--- src/rtl/instr_fetch_unit.sv ---
// Instruction fetch: one imem request per IntMemRead, IR capture on imem_ack (2-cycle min latency,
// fetch_busy stalls the control FSM); FETCH_TIMEOUT_EN adds a 15-cycle REQ timeout with fetch_err.
module instr_fetch_unit (
  input  logic        clk,
  input  logic        rst,
  input  logic        IntMemRead,
  input  logic        IRWrite,
  input  logic        ExOp,
  input  logic [15:0] pc,
  output logic        imem_req,
  output logic [15:0] imem_addr,
  input  logic        imem_ack,
  input  logic [15:0] imem_rdata,
  output logic        fetch_busy,
  output logic        ir_valid,
  output logic [3:0]  op,
  output logic [3:0]  rs,
  output logic [3:0]  rt,
  output logic [3:0]  func,
  output logic [15:0] imm_ext,
  output logic [15:0] jmp_off,
  output logic        fetch_err
);

  typedef enum logic {IDLE = 1'b0, REQ = 1'b1} state_t;

  state_t      state_q, state_d;
  logic [15:0] addr_q, addr_d;
  logic [15:0] ir_q, ir_d;
  logic        ir_valid_q, ir_valid_d;
  logic        wr_pend_q, wr_pend_d;
  logic        req_q;
  logic        err_q, err_d;
  logic        timeout;
`ifdef FETCH_TIMEOUT_EN
  logic [3:0]  cnt_q, cnt_d;
`endif

  always_comb begin
    state_d    = state_q;
    addr_d     = addr_q;
    ir_d       = ir_q;
    ir_valid_d = ir_valid_q;
    wr_pend_d  = wr_pend_q;
    err_d      = 1'b0;
    timeout    = 1'b0;
`ifdef FETCH_TIMEOUT_EN
    cnt_d      = cnt_q;
    // The 15th REQ cycle without an ack is the last one; ack in that cycle still wins.
    timeout    = (state_q == REQ) && (cnt_q == 4'd14);
`endif
    case (state_q)
      IDLE: begin
        if (IntMemRead) begin
          state_d   = REQ;
          addr_d    = pc;
          wr_pend_d = IRWrite;
`ifdef FETCH_TIMEOUT_EN
          cnt_d     = 4'd0;
`endif
        end
      end
      REQ: begin
        if (imem_ack) begin
          if (wr_pend_q) begin
            ir_d       = imem_rdata;
            ir_valid_d = 1'b1;
          end
          state_d = IDLE;
        end else if (timeout) begin
          state_d = IDLE;
          err_d   = 1'b1;
        end else begin
`ifdef FETCH_TIMEOUT_EN
          cnt_d = cnt_q + 4'd1;
`endif
        end
      end
      default: state_d = IDLE;
    endcase
  end

  always_ff @(posedge clk or negedge rst) begin
    if (!rst) begin
      state_q    <= IDLE;
      addr_q     <= 16'h0000;
      ir_q       <= 16'h0000;
      ir_valid_q <= 1'b0;
      wr_pend_q  <= 1'b0;
      req_q      <= 1'b0;
      err_q      <= 1'b0;
    end else begin
      state_q    <= state_d;
      addr_q     <= addr_d;
      ir_q       <= ir_d;
      ir_valid_q <= ir_valid_d;
      wr_pend_q  <= wr_pend_d;
      req_q      <= (state_d == REQ);
      err_q      <= err_d;
    end
  end

`ifdef FETCH_TIMEOUT_EN
  always_ff @(posedge clk or negedge rst) begin
    if (!rst) cnt_q <= 4'd0;
    else      cnt_q <= cnt_d;
  end
`endif

  assign imem_req   = req_q;
  assign fetch_busy = req_q;
  assign imem_addr  = addr_q;
  assign ir_valid   = ir_valid_q;
  assign fetch_err  = err_q;

  assign op      = ir_q[15:12];
  assign rs      = ir_q[11:8];
  assign rt      = ir_q[7:4];
  assign func    = ir_q[3:0];
  assign imm_ext = ExOp ? {8'h00, ir_q[7:0]} : {{8{ir_q[7]}}, ir_q[7:0]};
  assign jmp_off = {{4{ir_q[11]}}, ir_q[11:0]};

endmodule

--- config.mk ---
export PLATFORM = sky130hd
export DESIGN_NAME = instr_fetch_unit
export DESIGN_NICKNAME = d
export VERILOG_FILES = /design/src/rtl/instr_fetch_unit.sv
export SDC_FILE = /design/constraint.sdc
export NUM_CORES = 1
export LEC_CHECK = 0
export CORE_ASPECT_RATIO = 0.5
export CORE_MARGIN = 10
export CORE_UTILIZATION = 39
export DETAILED_ROUTE_END_ITERATION = 8
export PLACE_DENSITY = 0.94
export SLEW_MARGIN = 5
export SYNTH_ARGS = -nofsm -noshare
export SYNTH_HDL_FRONTEND = slang
export SYNTH_SLANG_ARGS = --single-unit
--- constraint.sdc ---
create_clock -name clk -period 2 [get_ports clk]
set_input_delay 0.2 -clock clk [delete_from_list [all_inputs] [get_ports clk]]
set_output_delay 0.2 -clock clk [all_outputs]
set_load 0.03 [all_outputs]
# Yosys cells after proc, flatten, opt, wreduce, memory -nomap -nowiden
# Cells that the tools add are included.
[classes]
bitwise = 1
muxes = 4
reduce_logical = 2
[op_table]
columns = ["cell", "count"]
rows = [
  ["2-to-1 mux 16 bit", 1],
  ["AND reduction 3 bit", 1],
  ["2-to-1 mux 1 bit", 2],
  ["case mux 1 bit (2 select lines)", 1],
  ["AND reduction 2 bit", 1],
  ["inverter 1 bit", 1],
]
[word_totals]
word_cells = 12
reg_bits = 35
in_bits = 38

# Depth between registers and ports, before layout
# Gate-level depths: netlist of the first run.
[logic_depth]
word_depth = 2
depth_mapped = 4
depth_no_buf = 2

# Worst setup path after synthesis of the first run
# OpenSTA, ideal clock, no wires.
[synth_timing]
path_type = "reg-to-output"
from = "reg ir_q[7]"
to = "out imm_ext[10]"
arrival_ns = 1.567
t_required_ns = 1.800
stages_incl_launch_ff = 3
n_path_buf = 1
setup_slack_ns = 0.233
path_cell_list = "dfrtp_1 -> nor2b_1 -> buf_4"
[synth_via]
elab_chain_len = 1
[synth_rtl]
columns = ["item", "line_no", "source"]
rows = [
  ["from (decl)", "29", "logic [15:0] ir_q, ir_d;"],
  ["from (signal assigned)", "95", "ir_q <= ir_d;"],
  ["2-to-1 mux 16 bit", "120", "assign imm_ext = ExOp ? {8'h00, ir_q[7:0]} : {{8{ir_q[7]}}, ir_q[7:0]};"],
  ["to (decl)", "20", "output logic [15:0] imm_ext,"],
]
# No other way between the ends.

# Worst setup path in the final report of the first run
[layout_timing]
from = "reg req_q (netlist: fetch_busy)"
to = "out fetch_busy"
[layout_lines]
columns = ["item", "line_no", "source"]
rows = [
  ["from (decl)", "32", "logic req_q;"],
  ["from (signal assigned)", "98", "req_q <= (state_d == REQ);"],
  ["to (decl)", "14", "output logic fetch_busy,"],
]
# No word-level cell between the ends.

==> summary.txt, run 1 <==
Place
  – GPL Wtd Cong: 0.734
  – Buffers on Ports: 104
  – HPWL after DPL: 3680 um
  – Placed Cells incl. Taps: 235

Setup path
  – WP data required: 1800 ps
  – Setup crit start: fetch_busy
  – CP delay by family, top: buffers and inverters
  – Crit start category: flip-flop
  – Worst-path fanout max: 6
  – Reg-to-reg startpoint: fetch_busy
  – Slowest-stage cell, CP: clkdlybuf4s50_1
  – Crit path DAT: 1510 ps
  – Largest stage delay on the critical path: 730 ps
  – Flop2flop setup slack: 620 ps
  – Critical path buffers and inverters: 1
  – CP Class: reg -> out
  – CP cell instances: clkdlybuf4s50_1
  – Crit end category: output port

Synthesis
  – Post-Syn Area: 1660 um2
  – Library cells used by synthesis: 13
  – Post-synthesis net count: 149
  – Synth Warn #: 0
  – Syn Area/Cell: 15.0 um2
  – Cell count after synthesis: 111
  – Sequential share of the synthesized area: 52.8%
  – Register bit count reported by yosys: 35

Timing
  – RSZ-0062 raised after global routing: no
  – Final setup fails: 0
  – Final hold vios: 0
  – Final period util: 85.3%
  – Fmax: 586 MHz
  – Tmin final: 1710 ps
  – Fin. max-slew vios: 0
  – Clk_skew: 2.19 ps
  – Sum Neg Setup Slack: 0 ps

Route
  – Routed vias/inst: 4.38
  – WL per Instance: 18.6 um
  – Pre-Repair DR Iteration Count: 3
  – Via count: 1064
  – DRC Markers: 0
  – Initial DRC count: 46
  – DRT antenna net count: 0
  – Total Wirelength: 4520 um

Global route
  – Grt ovf: 0
  – Global-route wire length before repair: 7240 um
  – Initial antenna violation count: 0
  – Pin count of the biggest net entering global routing: 36
  – Number of global-route vias before repair: 1227
  – GRT Total Usage: 12.3%

Power and ir drop
  – Clock network power share: 14.5%
  – LEAKAGE: 0.00122 uW
  – Comb power frac: 59.3%
  – NetSw: 1890 uW
  – Cell Int Power: 2500 uW
  – Sw Share: 43.1%
  – Peak VDD IR: 601 uV
  – Reg power frac: 26.2%
  – Power per cell area: 1670 nW/um2

Clock network
  – Total CTS buffers: 5
  – Clk slew on worst S/H paths: 70 ps
  – Post-CTS Setup Inserts: 0
  – Clock Latency Late Sink: 290 ps
  – Clk buf depth: 2
  – CTS tree: built
  – Clock sinks: 35
  – Root Buffer: clkbuf_8
  – Max H-tree Level: 2

Finish
  – Most common cell after layout, fill and taps aside: clkdlybuf4s50_1
  – Final cell count without fillers: 243
  – Share of layout cells above drive strength 1: 24.3%
  – P&R area growth vs syn: 58.3%
  – Fill cell count: 272
  – Diode count: 0
  – Most frequent cells in the layout: clkdlybuf4s50_1, dfrtp_1, mux2_4
  – Final #Nets: 226

Min path
  – HP Class: in -> async

Floorplanning
  – Die height: 66.1 um
  – Io pins: 106
  – Core Box Area: 4000 um2
  – Full die area: 7430 um2
  – Row count: 16
  – Die width: 112 um
  – Starting Density: 41.5%

Run status
  – Status: finished, final reports clean

Job
  – Max-Cap Viols: 0
-- per-stage QoR --
| stage | utilization, % | total power (uW) | setup WS (ps) | instance area (um2) | hold slack, ps |
|---|---|---|---|---|---|
| detailed placement | 62.3 | 3800 | 46.6 | 2490 | 455 |
| finish | 65.7 | 4380 | 294 | 2630 | 312 |
| global placement | 62.3 | 3750 | 107 | 2490 | 451 |
| global route | 65.7 | 4560 | 237 | 2630 | 358 |
| CTS | 65.2 | 4440 | 42.3 | 2610 | 328 |
| floorplan | - | 2940 | 233 | 1660 | -95.6 |
-- per-layer routing --
layer  wire length [um]  up-vias  track usage (%)
met5                  0        -                0
met4                 49        0             4.25
met3                216        5             3.99
met2               2780       30             25.5
met1               1470      540             11.2
li1                   -      489                -
-- Yosys cell counts, drive strengths merged --
master,count,area (um2)
mux2,33,443
nand2b,1,6.26
nor2b,2,15.0
nand3,1,17.5
a21oi,1,5.00
buf,36,290
nor2,1,3.75
conb,1,3.75
dfrtp,35,876
-- cell type report --
| class | instances | area [um2] | area share (%) |
|---|---|---|---|
| clock buffer | 5 | 68.8 | 2.62 |
| clock inverter | 3 | 43.8 | 1.67 |
| timing repair buffer | 106 | 1080 | 40.9 |
| sequential | 35 | 876 | 33.3 |
| tap | 54 | 67.6 | 2.57 |
| multi-input combinational | 40 | 497 | 18.9 |
-- path summary, 6_finish.rpt --
kind                                  to  depth (start not counted)
min in group clk                ir_valid                          1
setup / recovery              fetch_busy                          1
hold / removal              imem_addr[1]                          2
max in group asynchronous   imem_addr[6]                          2
hold reg to reg                 ir_valid                          1
setup reg to reg           imem_addr[11]                          3
-- state kept, by name, summed over array words and instances, names as in the netlist --
signal      flops
fetch_busy      1
ir_valid        1
ir_q           16
wr_pend_q       1
imem_addr      16
-- logic make-up (layout without fill, tap and decap cells) --
kind of cell	count (synthesis)	after routing	synth area share (%)
simple gates	5	5	2.56
compound gates	1	1	0.301
buf+inv	36	114	17.5
flops	35	35	52.8
mux	33	33	26.7
other cells	1	1	0.226
-- power groups by stage --
stage	combinational, uW	sequential (uW)	clock [uW]
2_1_floorplan	1330	1620	0
3_3_place_gp	2610	1140	0
3_5_place_dp	2640	1160	0
4_1_cts	2640	1150	644
5_1_grt	2690	1190	679
6_report	2600	1150	636
-- timing repair --
item                       4_1_cts  5_1_grt
resized for setup                1        8
setup endpoints to repair        8        8
hold buffers                     0        0
cloned                           0        0
Power figures use the tool's default switching activity.
==> run 2: changes to the inputs <==
CAP_MARGIN = 20   (was not set)
CORE_UTILIZATION = 35   (was 39)
PLACE_DENSITY = 0.87   (was 0.94)
==> run 2 against run 1 <==
Clock skew grew 3.8 ps. Global-route usage down 1.4 points. Worst setup slack better by 13 ps. Cell area fell by 0.62%. Clock power is 23% lower. Critical path type unchanged. Highest routed layer unchanged.
==> summary.txt, run 2 (same netlist as run 1, synthesis figures left out) <==
Global route
  – Met1 usage: 9.78%
  – Global-route wire length before repair: 7030 um
  – Met3 usage: 3.32%
  – Met2 Use GR: 23.3%
  – GRT Total Usage: 10.9%
  – Top Usage Layer GRT: met2
  – Grt ovf: 0
  – Pin count of the biggest net entering global routing: 36
  – Initial antenna violation count: 0
  – Number of global-route vias before repair: 1266

Route
  – WL per Instance: 17.8 um
  – Routed vias/inst: 4.26
  – DRT antenna net count: 0
  – DRC Markers: 0
  – Via count: 1087
  – Pre-Repair DR Iteration Count: 4
  – Total Wirelength: 4540 um
  – Initial DRC count: 15

Clock network
  – Clock sinks: 35
  – Total CTS buffers: 5
  – CTS tree: built
  – Post-cts sizing count: 1
  – Clock Latency Late Sink: 280 ps
  – Clk buf depth: 2
  – CTS Hold Buffers Added: 0
  – Max H-tree Level: 2
  – Post-CTS Setup Inserts: 0
  – Clk slew on worst S/H paths: 70 ps
  – Root Buffer: clkbuf_8

Floorplanning
  – Core Box Area: 4490 um2
  – Row count: 17
  – Full die area: 8070 um2
  – Die height: 68.7 um
  – Starting Density: 37.0%
  – Io pins: 106
  – Die width: 117 um

Power and ir drop
  – LEAKAGE: 0.00121 uW
  – Cell Int Power: 2370 uW
  – Sw Share: 44.2%
  – Clock network power share: 11.5%
  – Power consumption: 4240 uW
  – Peak VDD IR: 625 uV
  – Power per cell area: 1620 nW/um2
  – Reg power frac: 27.1%
  – NetSw: 1870 uW
  – Comb power frac: 61.3%

Setup path
  – Largest stage delay on the critical path: 730 ps
  – Slowest-stage cell, CP: clkdlybuf4s50_1
  – CP cell instances: clkdlybuf4s50_1
  – CP Class: reg -> out
  – Critical path buffers and inverters: 1
  – CP delay by family, top: buffers and inverters
  – Worst-path fanout max: 6
  – Crit path DAT: 1490 ps
  – Crit start category: flip-flop
  – WP data required: 1800 ps
  – Crit end category: output port

Timing
  – Final period util: 84.7%
  – Tmin final: 1690 ps
  – Min Hold Slack: 322 ps
  – Fin. max-slew vios: 0
  – Sum Neg Setup Slack: 0 ps
  – Final hold vios: 0
  – Clk_skew: 6.01 ps
  – Fmax: 590 MHz
  – Final setup fails: 0
  – RSZ-0062 raised after global routing: no

Finish
  – Fill cell count: 358
  – Final #Nets: 226
  – Most frequent cells in the layout: clkdlybuf4s50_1, dfrtp_1, mux2_4
  – Diode count: 0
  – Most common cell after layout, fill and taps aside: clkdlybuf4s50_1
  – P&R area growth vs syn: 57.3%
  – Share of layout cells above drive strength 1: 23.3%

Place
  – GPL Wtd Cong: 0.639
  – Buffers on Ports: 104
  – HPWL after DPL: 3620 um

Job
  – Max-Cap Viols: 0

Min path
  – HP Class: in -> async

Run status
  – Status: finished, final reports clean
[run 2: cell types whose count changed in the layout (fill, tap and decap cells not counted)]
cell       delta
clkbuf_1      +2
bufinv_16     -1
clkinv_4      -1
[run 2: per-layer routing]
metal,part of all wire [%],routed length [um]
met5,0,0
met1,32,1460
met4,1.7,76
met3,4.9,221
met2,61,2790
[run 2: power by group through the flow]
| stage | logic [uW] | registers [uW] | clock network (uW) |
|---|---|---|---|
| after floorplan | 1330 | 1620 | 0 |
| after global placement | 2610 | 1140 | 0 |
| after detailed placement | 2630 | 1170 | 0 |
| after CTS | 2650 | 1160 | 500 |
| after global routing | 2700 | 1200 | 540 |
| final | 2600 | 1150 | 490 |
[run 2: area by class of cell]
cell class,instances,area [um2],area share [%]
repair buffers,106,1080,41.2
flip-flops and latches,35,876,33.5
multi-input cells,40,497,19.0
well taps,66,82.6,3.16
clock buffers,7,76.3,2.92
clock inverters,1,5.00,0.192
[run 2: path summary, 6_finish.rpt]
kind | startpoint | end | slack [ps] | depth (start not counted)
max reg2reg | fetch_busy | imem_addr[8] | 630 | 3
min | rst | imem_addr[0] | 320 | 2
max | fetch_busy | imem_req | 310 | 1
min in group clk | ir_valid | ir_valid | 470 | 1
max in group asynchronous | rst | imem_addr[1] | 1350 | 2
min reg2reg | ir_valid | ir_valid | 470 | 1
[run 2: per-stage QoR]
stage | area [um2] | utilization (%) | setup WS (ps) | std cells
floorplan | 1660 | - | 233 | 111
global placement | 2510 | 55.9 | 102 | 247
detailed placement | 2510 | 55.9 | 31.1 | 247
CTS | 2590 | 57.8 | 32.3 | 255
global route | 2610 | 58.2 | 255 | 255
finish | 2610 | 58.2 | 307 | 255
==> run 3: changes to the inputs <==
clock period = 1.8 ns   (was 2 ns; I/O delays follow)
==> run 3 against run 2 <==
Critical path depth did not move. Worst setup slack got worse by 210 ps. Worst hold slack got worse by 17 ps. Clock power rose by 25%. Global-route usage rose by 0.36 points. Cell count did not move. First-iteration DRC count rose by 80%. Critical path type unchanged.
==> summary.txt, run 3 (same netlist as run 1, synthesis figures left out) <==
Clock network
  – Clock sinks: 35
  – Clock Latency Late Sink: 280 ps
  – Clk slew on worst S/H paths: 70 ps
  – Clk buf depth: 2
  – CTS tree: built
  – CTS Hold Buffers Added: 0
  – Max H-tree Level: 2
  – Post-cts sizing count: 0
  – Total CTS buffers: 5
  – Root Buffer: clkbuf_8
  – Post-CTS Setup Inserts: 0

Floorplanning
  – Row count: 17
  – Core Box Area: 4490 um2
  – Die width: 117 um
  – Io pins: 106
  – Full die area: 8070 um2
  – Die height: 68.7 um
  – Starting Density: 37.0%

Setup path
  – Flop2flop setup slack: 490 ps
  – Crit path DAT: 1520 ps
  – Number of stages on the worst setup path: 1
  – Critical Path Sink: fetch_busy
  – R2R depth: 3
  – Critical path buffers and inverters: 1
  – Slowest-stage cell, CP: clkdlybuf4s50_1
  – Crit start category: flip-flop
  – Worst-path fanout max: 6
  – CP delay by family, top: buffers and inverters
  – WP data required: 1620 ps
  – Reg-to-reg startpoint: fetch_busy
  – Largest stage delay on the critical path: 740 ps
  – CP cell instances: clkdlybuf4s50_1
  – Crit end category: output port
  – CP Class: reg -> out
  – Setup crit start: fetch_busy
  – Worst reg2reg path endpoint: imem_addr[9]

Timing
  – Min Hold Slack: 305 ps
  – Tmin final: 1700 ps
  – Final setup fails: 0
  – Final period util: 94.4%
  – RSZ-0062 raised after global routing: no
  – Fin. max-slew vios: 0
  – Final hold vios: 0
  – Fmax: 589 MHz
  – Sum Neg Setup Slack: 0 ps
  – Clk_skew: 4.04 ps

Finish
  – Most common cell after layout, fill and taps aside: clkdlybuf4s50_1
  – Multi-input logic area: 494 um2
  – Diode count: 0
  – Most frequent cells in the layout: clkdlybuf4s50_1, dfrtp_1, mux2_4
  – Share of layout cells above drive strength 1: 27.5%
  – Fill cell count: 339
  – Storage cell area: 876 um2
  – P&R area growth vs syn: 56.7%
  – Final #Nets: 226

Global route
  – GRT Total Usage: 11.3%
  – Pin count of the biggest net entering global routing: 36
  – Global-route wire length before repair: 7110 um
  – Grt ovf: 0
  – Initial antenna violation count: 0
  – Number of global-route vias before repair: 1237

Route
  – DRT antenna net count: 0
  – Initial DRC count: 27
  – Pre-Repair DR Iteration Count: 4
  – DRC Markers: 0
  – Via count: 1070
  – WL per Instance: 18.2 um
  – Routed vias/inst: 4.20
  – Total Wirelength: 4640 um

Power and ir drop
  – Peak VDD IR: 643 uV
  – Power per cell area: 1840 nW/um2
  – LEAKAGE: 0.00112 uW

Place
  – HPWL after DPL: 3630 um
  – Buffers on Ports: 104
  – GPL Wtd Cong: 0.648

Min path
  – HP Class: in -> async

Job
  – Max-Cap Viols: 0

Run status
  – Status: finished, final reports clean
==> run 3: cell count changes in the layout (fill, tap and decap cells not counted), sizes merged <==
cell and change:
dlymetal6s2s -8, clkinv -1, clkbuf +1, buf +8
==> run 3: final cells by class <==
type	instances	area share (%)
timing repair buffer	106	40.3
sequential	35	33.7
multi-input combinational	40	19.0
clock buffer	8	3.85
tap	66	3.17
==> run 3: routing by layer <==
metal | wire [um] | GRT usage, % | share of wire (%) | vias to the layer above
li1 | - | - | - | 486
met1 | 1480 | 10.1 | 32 | 546
met2 | 2900 | 24.4 | 62 | 33
met3 | 241 | 3.64 | 5.2 | 5
met4 | 30 | 3.72 | 0.65 | 0
met5 | 0 | 0 | 0 | -
==> run 3: worst min-delay path by stage <==
stage,endpoint,slack (ps)
after floorplan,fetch_busy,-120
after global placement,ir_valid,450
after detailed placement,ir_valid,460
after CTS,imem_addr[1],320
after global routing,ir_q[12],340
final,ir_valid,310
==> run 3: power breakdown <==
part / internal [uW] / total (uW) / switching, uW
Sequential: 1060 / 1280 / 221
Clock: 349 / 612 / 263
Combinational: 1290 / 2890 / 1590
Total: 2700 / 4780 / 2080
==> run 3: through the flow <==
| stage | area [um2] | worst slack (ps) | cells | util, % | power [uW] |
|---|---|---|---|---|---|
| floorplan | 1660 | 53.1 | 111 | - | 3270 |
| global placement | 2500 | 320 | 247 | 55.7 | 4160 |
| detailed placement | 2500 | 291 | 247 | 55.7 | 4210 |
| CTS | 2600 | 90.0 | 255 | 58.0 | 4840 |
| global route | 2600 | 47.9 | 255 | 58.0 | 4990 |
| finish | 2600 | 101 | 255 | 58.0 | 4780 |
